## src/rtl/event_pending_capture_pkg.sv

```systemverilog
// Shared constants, FSM encoding and helpers for event_pending_capture.
// Source count, claim id width and the claim FSM state type.
package event_pending_capture_pkg;

  localparam int NR_SOURCES = 23;
  localparam int ID_W       = 5;

  typedef enum logic [1:0] {
    IDLE    = 2'd0,
    OFFER   = 2'd1,
    SERVICE = 2'd2
  } state_t;

  function automatic logic [NR_SOURCES-1:0] id_onehot(
    input logic [ID_W-1:0] id
  );
    logic [NR_SOURCES-1:0] v;
    v = '0;
    for (int i = 0; i < NR_SOURCES; i++) begin
      if (id == ID_W'(i)) v[i] = 1'b1;
    end
    return v;
  endfunction

endpackage

```

## src/rtl/event_pending_capture_encoder.sv

```systemverilog
// Lowest-set-index encoder: 23-bit vector to 5-bit index.
// valid is high when any bit of vec is set.
module lowest_set_encoder_23
  import event_pending_capture_pkg::*;
(
  input  logic [NR_SOURCES-1:0] vec,
  output logic                  valid,
  output logic [ID_W-1:0]       index
);

  // Scan high to low so the lowest set bit is the last one written.
  always_comb begin
    valid = 1'b0;
    index = '0;
    for (int i = NR_SOURCES - 1; i >= 0; i--) begin
      if (vec[i]) begin
        valid = 1'b1;
        index = ID_W'(i);
      end
    end
  end

endmodule

```

## src/rtl/event_pending_capture.sv

```systemverilog
// Event pending capture with single-claim offer/service handshake.
// Optional EVENT_PENDING_SYNC_EN adds a 2-flop input synchronizer.
module event_pending_capture
  import event_pending_capture_pkg::*;
#(
  parameter logic [NR_SOURCES-1:0] EdgeMask = '0
) (
  input  logic                  Clock,
  input  logic                  Reset,
  input  logic [NR_SOURCES-1:0] Req_in,
  input  logic [NR_SOURCES-1:0] Enable_mask,
  output logic [NR_SOURCES-1:0] Pending,
  output logic                  Any_pending,
  output logic                  Claim_valid,
  output logic [ID_W-1:0]       Claim_id,
  input  logic                  Claim_ready,
  input  logic                  Complete,
  input  logic [ID_W-1:0]       Complete_id
);

  logic [NR_SOURCES-1:0] req_src;
  logic [NR_SOURCES-1:0] req_q;
  logic [NR_SOURCES-1:0] req_prev;
  logic [NR_SOURCES-1:0] edge_hit;
  logic [NR_SOURCES-1:0] raw_q;
  logic [NR_SOURCES-1:0] raw_d;
  logic [NR_SOURCES-1:0] clr;
  logic [NR_SOURCES-1:0] in_service;
  logic                  any_q;
  logic                  accept;
  logic                  enc_valid;
  logic [ID_W-1:0]       enc_idx;
  logic [ID_W-1:0]       claim_id_q;
  logic [ID_W-1:0]       claim_id_d;
  state_t                state_q;
  state_t                state_d;

`ifdef EVENT_PENDING_SYNC_EN
  logic [NR_SOURCES-1:0] sync_a;
  logic [NR_SOURCES-1:0] sync_b;

  // Two-flop synchronizer ahead of the input register.
  always_ff @(posedge Clock or posedge Reset) begin
    if (Reset) begin
      sync_a <= '0;
      sync_b <= '0;
    end else begin
      sync_a <= Req_in;
      sync_b <= sync_a;
    end
  end

  assign req_src = sync_b;
`else
  assign req_src = Req_in;
`endif

  assign edge_hit   = req_q & ~req_prev;
  assign accept     = Claim_valid & Claim_ready;
  assign clr        = accept ? id_onehot(claim_id_q) : '0;
  assign in_service = (state_q == SERVICE) ? id_onehot(claim_id_q) : '0;

  // Edge bits latch until claimed (a new edge wins); level bits follow.
  always_comb begin
    raw_d = (EdgeMask & (edge_hit | (raw_q & ~clr)))
          | (~EdgeMask & req_q);
  end

  assign Pending     = raw_q & Enable_mask & ~in_service;
  assign Any_pending = any_q;
  assign Claim_valid = (state_q == OFFER);
  assign Claim_id    = claim_id_q;

  lowest_set_encoder_23 u_enc (
    .vec   (Pending),
    .valid (enc_valid),
    .index (enc_idx)
  );

  // Input, history, pending and FSM registers.
  always_ff @(posedge Clock or posedge Reset) begin
    if (Reset) begin
      req_q      <= '0;
      req_prev   <= '0;
      raw_q      <= '0;
      any_q      <= 1'b0;
      state_q    <= IDLE;
      claim_id_q <= '0;
    end else begin
      req_q      <= req_src;
      req_prev   <= req_q;
      raw_q      <= raw_d;
      any_q      <= |Pending;
      state_q    <= state_d;
      claim_id_q <= claim_id_d;
    end
  end

  // Claim FSM: pick lowest pending, offer it, hold until completed.
  always_comb begin
    state_d    = state_q;
    claim_id_d = claim_id_q;
    unique case (state_q)
      IDLE: begin
        if (enc_valid) begin
          claim_id_d = enc_idx;
          state_d    = OFFER;
        end
      end
      OFFER: begin
        if (Claim_ready) state_d = SERVICE;
      end
      SERVICE: begin
        if (Complete && (Complete_id == claim_id_q)) state_d = IDLE;
      end
      default: state_d = IDLE;
    endcase
  end

endmodule

```

## config.mk

```make
export PLATFORM = sky130hd
export DESIGN_NAME = event_pending_capture
export DESIGN_NICKNAME = d
export VERILOG_FILES = /design/src/rtl/event_pending_capture_pkg.sv /design/src/rtl/event_pending_capture_encoder.sv /design/src/rtl/event_pending_capture.sv
export SDC_FILE = /design/constraint.sdc
export NUM_CORES = 1
export LEC_CHECK = 0
export ABC_AREA = 1
export ABC_CLOCK_PERIOD_IN_PS = 2300
export BUFFER_PORTS_ARGS = -buffer_cell sky130_fd_sc_hd__buf_2
export CAP_MARGIN = 20
export CORE_ASPECT_RATIO = 0.5
export CORE_MARGIN = 3
export CORE_UTILIZATION = 35
export DETAILED_ROUTE_END_ITERATION = 6
export GPL_ROUTABILITY_DRIVEN = 0
export PLACE_DENSITY = 0.69
export SYNTH_ARGS = -nofsm -noshare
export SYNTH_HDL_FRONTEND = slang
export SYNTH_SLANG_ARGS = --single-unit
```

## constraint.sdc

```tcl
create_clock -name Clock -period 2.3 [get_ports Clock]
set_clock_uncertainty 0.05 [all_clocks]
set_input_delay 0 -clock Clock [delete_from_list [all_inputs] [get_ports Clock]]
set_output_delay 0 -clock Clock [all_outputs]
set_load 0.1 [all_outputs]
```

==> results.cfg <==
[worst_setup_path]
worstReg2RegStart = Claim_id[1]
worst-path-max-fanout = 4
arrival_ps = 2770
critPathRequiredTime_ps = 2480
cp-start-kind = register
r2r_cells = 25
reg2reg_to = Claim_id[0]
rrSetupSlack_ps = -280
cp-end-kind = register
critPathKind = reg -> reg

[logic_synthesis]
synthTopCellsByArea = dfrtp_1 61%, nand2_1 9.3%, inv_1 5.6%
synth.most_common_cell = nand2_1
async_flop_share = 1.00
synth_area_um2 = 2230
syn_nets = 289
synth_ff_type = dfrtp_1
synth_area_leader_cell = dfrtp_1
yosysTopAreaCellShare = 0.606
seq_area_frac_synth = 0.606
synth_edf_count = 0
synth.avg_cell_area_um2 = 9.53
ys_ff_latch = 54
syn_inst = 234
yosys_warnings = 0
synth_cell_types = 28
netlist_top_cells_count = 55 x nand2_1, 54 x dfrtp_1, 33 x inv_1

[global_route]
grt_usage = 0.194
gr-total-overflow = 0
grt_pass1_vias = 2356
antenna_found_initial = 0
grt_pass1_wl_mm = 11.4
grt_max_degree = 29

[finish]
areaGrowthSynthToFinish_pct = 74.4
drive_above_1_share = 0.561
fillers = 409
layout.cells.non_filler = 483
multi_input_area_um2 = 1040
nets = 453
seqCellArea_um2 = 1360
design_area_um2 = 3890
diodes = 0

[pwr]
peakVddDrop_v = 0.000597
power_uw = 3820
p_per_area_nw_per_um2 = 984
leakagePower_uw = 0.00200

[clocking]
numClockSinks = 54
cts.clk_slew.worst_paths_ps = 70
cts_made_buffers = 5
cts_tree = yes
root_buffer = clkbuf_16
worstSkewPairLatency_ps = 290
cts_buffer_depth = 2
htreeDepth = 2

[worst_hold_path]
worstHoldEndpoint = Claim_id[0]
holdPathStages = 5
hp-class = in -> reg
worstHoldStart = Enable_mask[1]

[drt]
drtIter0Drc = 240
via_per_inst = 4.96
wl_per_cell_um = 16.9
routed_wl_mm = 8.16
drc = 0
dr.pass1.iters = 5
vias = 2397
ant_nets = 0

[placement]
placed_area_um2 = 2940
portBuffers = 84
place_ws_ps = -267
dp_hpwl_mm = 4.74
placed_cells = 413

[outcome]
violations = setup timing
status = finished, violations left

[sta]
setup_violations = 7
fin_crit_sh = 1.12
finalCriticalPeriod_ps = 2580
worst_slack_ps = -284
tightest_slew_ps = 598
hold_violations = 0
slew_headroom = 0.601
slew_violations = 0
hold_slack_ps = 51.5
rsz0062_at_grt = yes
timing.fmax_mhz = 387

[floorplanning]
start_util = 0.384
die_width_um = 119
fp-row-count = 19
die_y_um = 62.4
fp.coreArea_um2 = 5800
die-area_um2 = 7420
io_pins = 85

[flow_run]
cap_violations = 0
==> metal layers <==
layer | track usage | part of all wire | up-vias | wire length, um
met5 | 0 | 0 | - | 0
met2 | 0.343 | 0.49 | 152 | 3970
met1 | 0.232 | 0.39 | 1128 | 3180
met4 | 0.0606 | 0.038 | 0 | 313
met3 | 0.0515 | 0.086 | 42 | 698
li1 | - | - | 1075 | -
==> cells by family after synthesis <==
kind of cell              share of synthesized area
DFF                                           0.606
buffers and inverters                        0.0702
and+or+nand+nor                               0.207
AOI/OAI and AO/OA                             0.113
xor gates and xnor gates                    0.00393
==> cell usage in the layout (no fill, tap or decap), types with 6 or more instances in the layout <==
master         synthesis  routed
buf_4                  0      41
inv_1                 33      21
dfrtp_1               54      48
buf_2                  0      84
nand2_2                2      11
inv_2                  7      14
dlygate4sd3_1          0      25
dfrtp_2                0       6
nor2_1                28      13
nor2_2                 2       6
nor2_4                 1      12
nand2_1               55      43
buf_6                  0       6
==> per-stage QoR <==
step,setup TNS [ps],utilization
2_1_floorplan,-2660,-
3_3_place_gp,-766,0.507
3_5_place_dp,-837,0.507
4_1_cts,-20.1,0.632
5_1_grt,-2330,0.670
6_report,-1520,0.670
==> sequential cells by signal, summed over array words and instances (netlist names) <==
name	cells
state_q	2
Claim_id	5
raw_d	23
raw_q	23
Any_pending	1
==> area by class of cell <==
| cell class | instances | area share |
|---|---|---|
| clock buffer | 6 | 0.0357 |
| clock inverter | 2 | 0.00451 |
| inverter | 41 | 0.0447 |
| multi-input combinational | 139 | 0.267 |
| sequential | 54 | 0.350 |
| tap | 84 | 0.0270 |
| timing repair buffer | 156 | 0.269 |
| timing repair inverter | 1 | 0.00225 |
==> worst max-delay path, cell delays in order (launching register included) <==
cell and delay, ps:
dfrtp_2 490, nor2_1 290, inv_2 160, nor2_2 160
inv_1 70, nor2_2 130, nor2_4 60, inv_1 60
nand2_1 70, nand2_1 70, nand2_1 70, nand2_2 60
nand2_1 60, nand2_1 60, nand2_1 70, nand2_1 60
nand2_1 50, nand2_1 50, nand2_1 40, nand2_1 50
nand2_1 40, nand2_1 50, nand2_1 50, nand2_1 50
nand2_1 60, nand2_1 70
==> worst max path at each step <==
stage                      startpoint           to  slack, ps  depth (start not counted)
after floorplan           Claim_id[4]  Claim_id[1]       -480                         12
after global placement     state_q[0]  Claim_id[1]       -250                         16
after detailed placement   state_q[0]  Claim_id[1]       -270                         16
after CTS                  state_q[0]  Claim_id[0]        -20                         24
after global routing      Claim_id[1]  Claim_id[1]       -400                         14
final                     Claim_id[1]  Claim_id[0]       -280                         25
==> power by group <==
group | switching, uW | internal (uW) | total (uW)
clock network | 350 | 438 | 788
logic | 1320 | 533 | 1860
registers | 126 | 1050 | 1180
==> timing repair <==
item                                   in CTS  in global routing
buffers inserted                           27                 12
endpoints found under the hold margin      51                  0
gates resized for setup                    30                 45
gates cloned                                1                  0
pin swaps                                  10                 21
setup endpoints to repair                   6                  6
hold buffers                               25                  0
No activity file was read; power rests on OpenSTA's default activity.
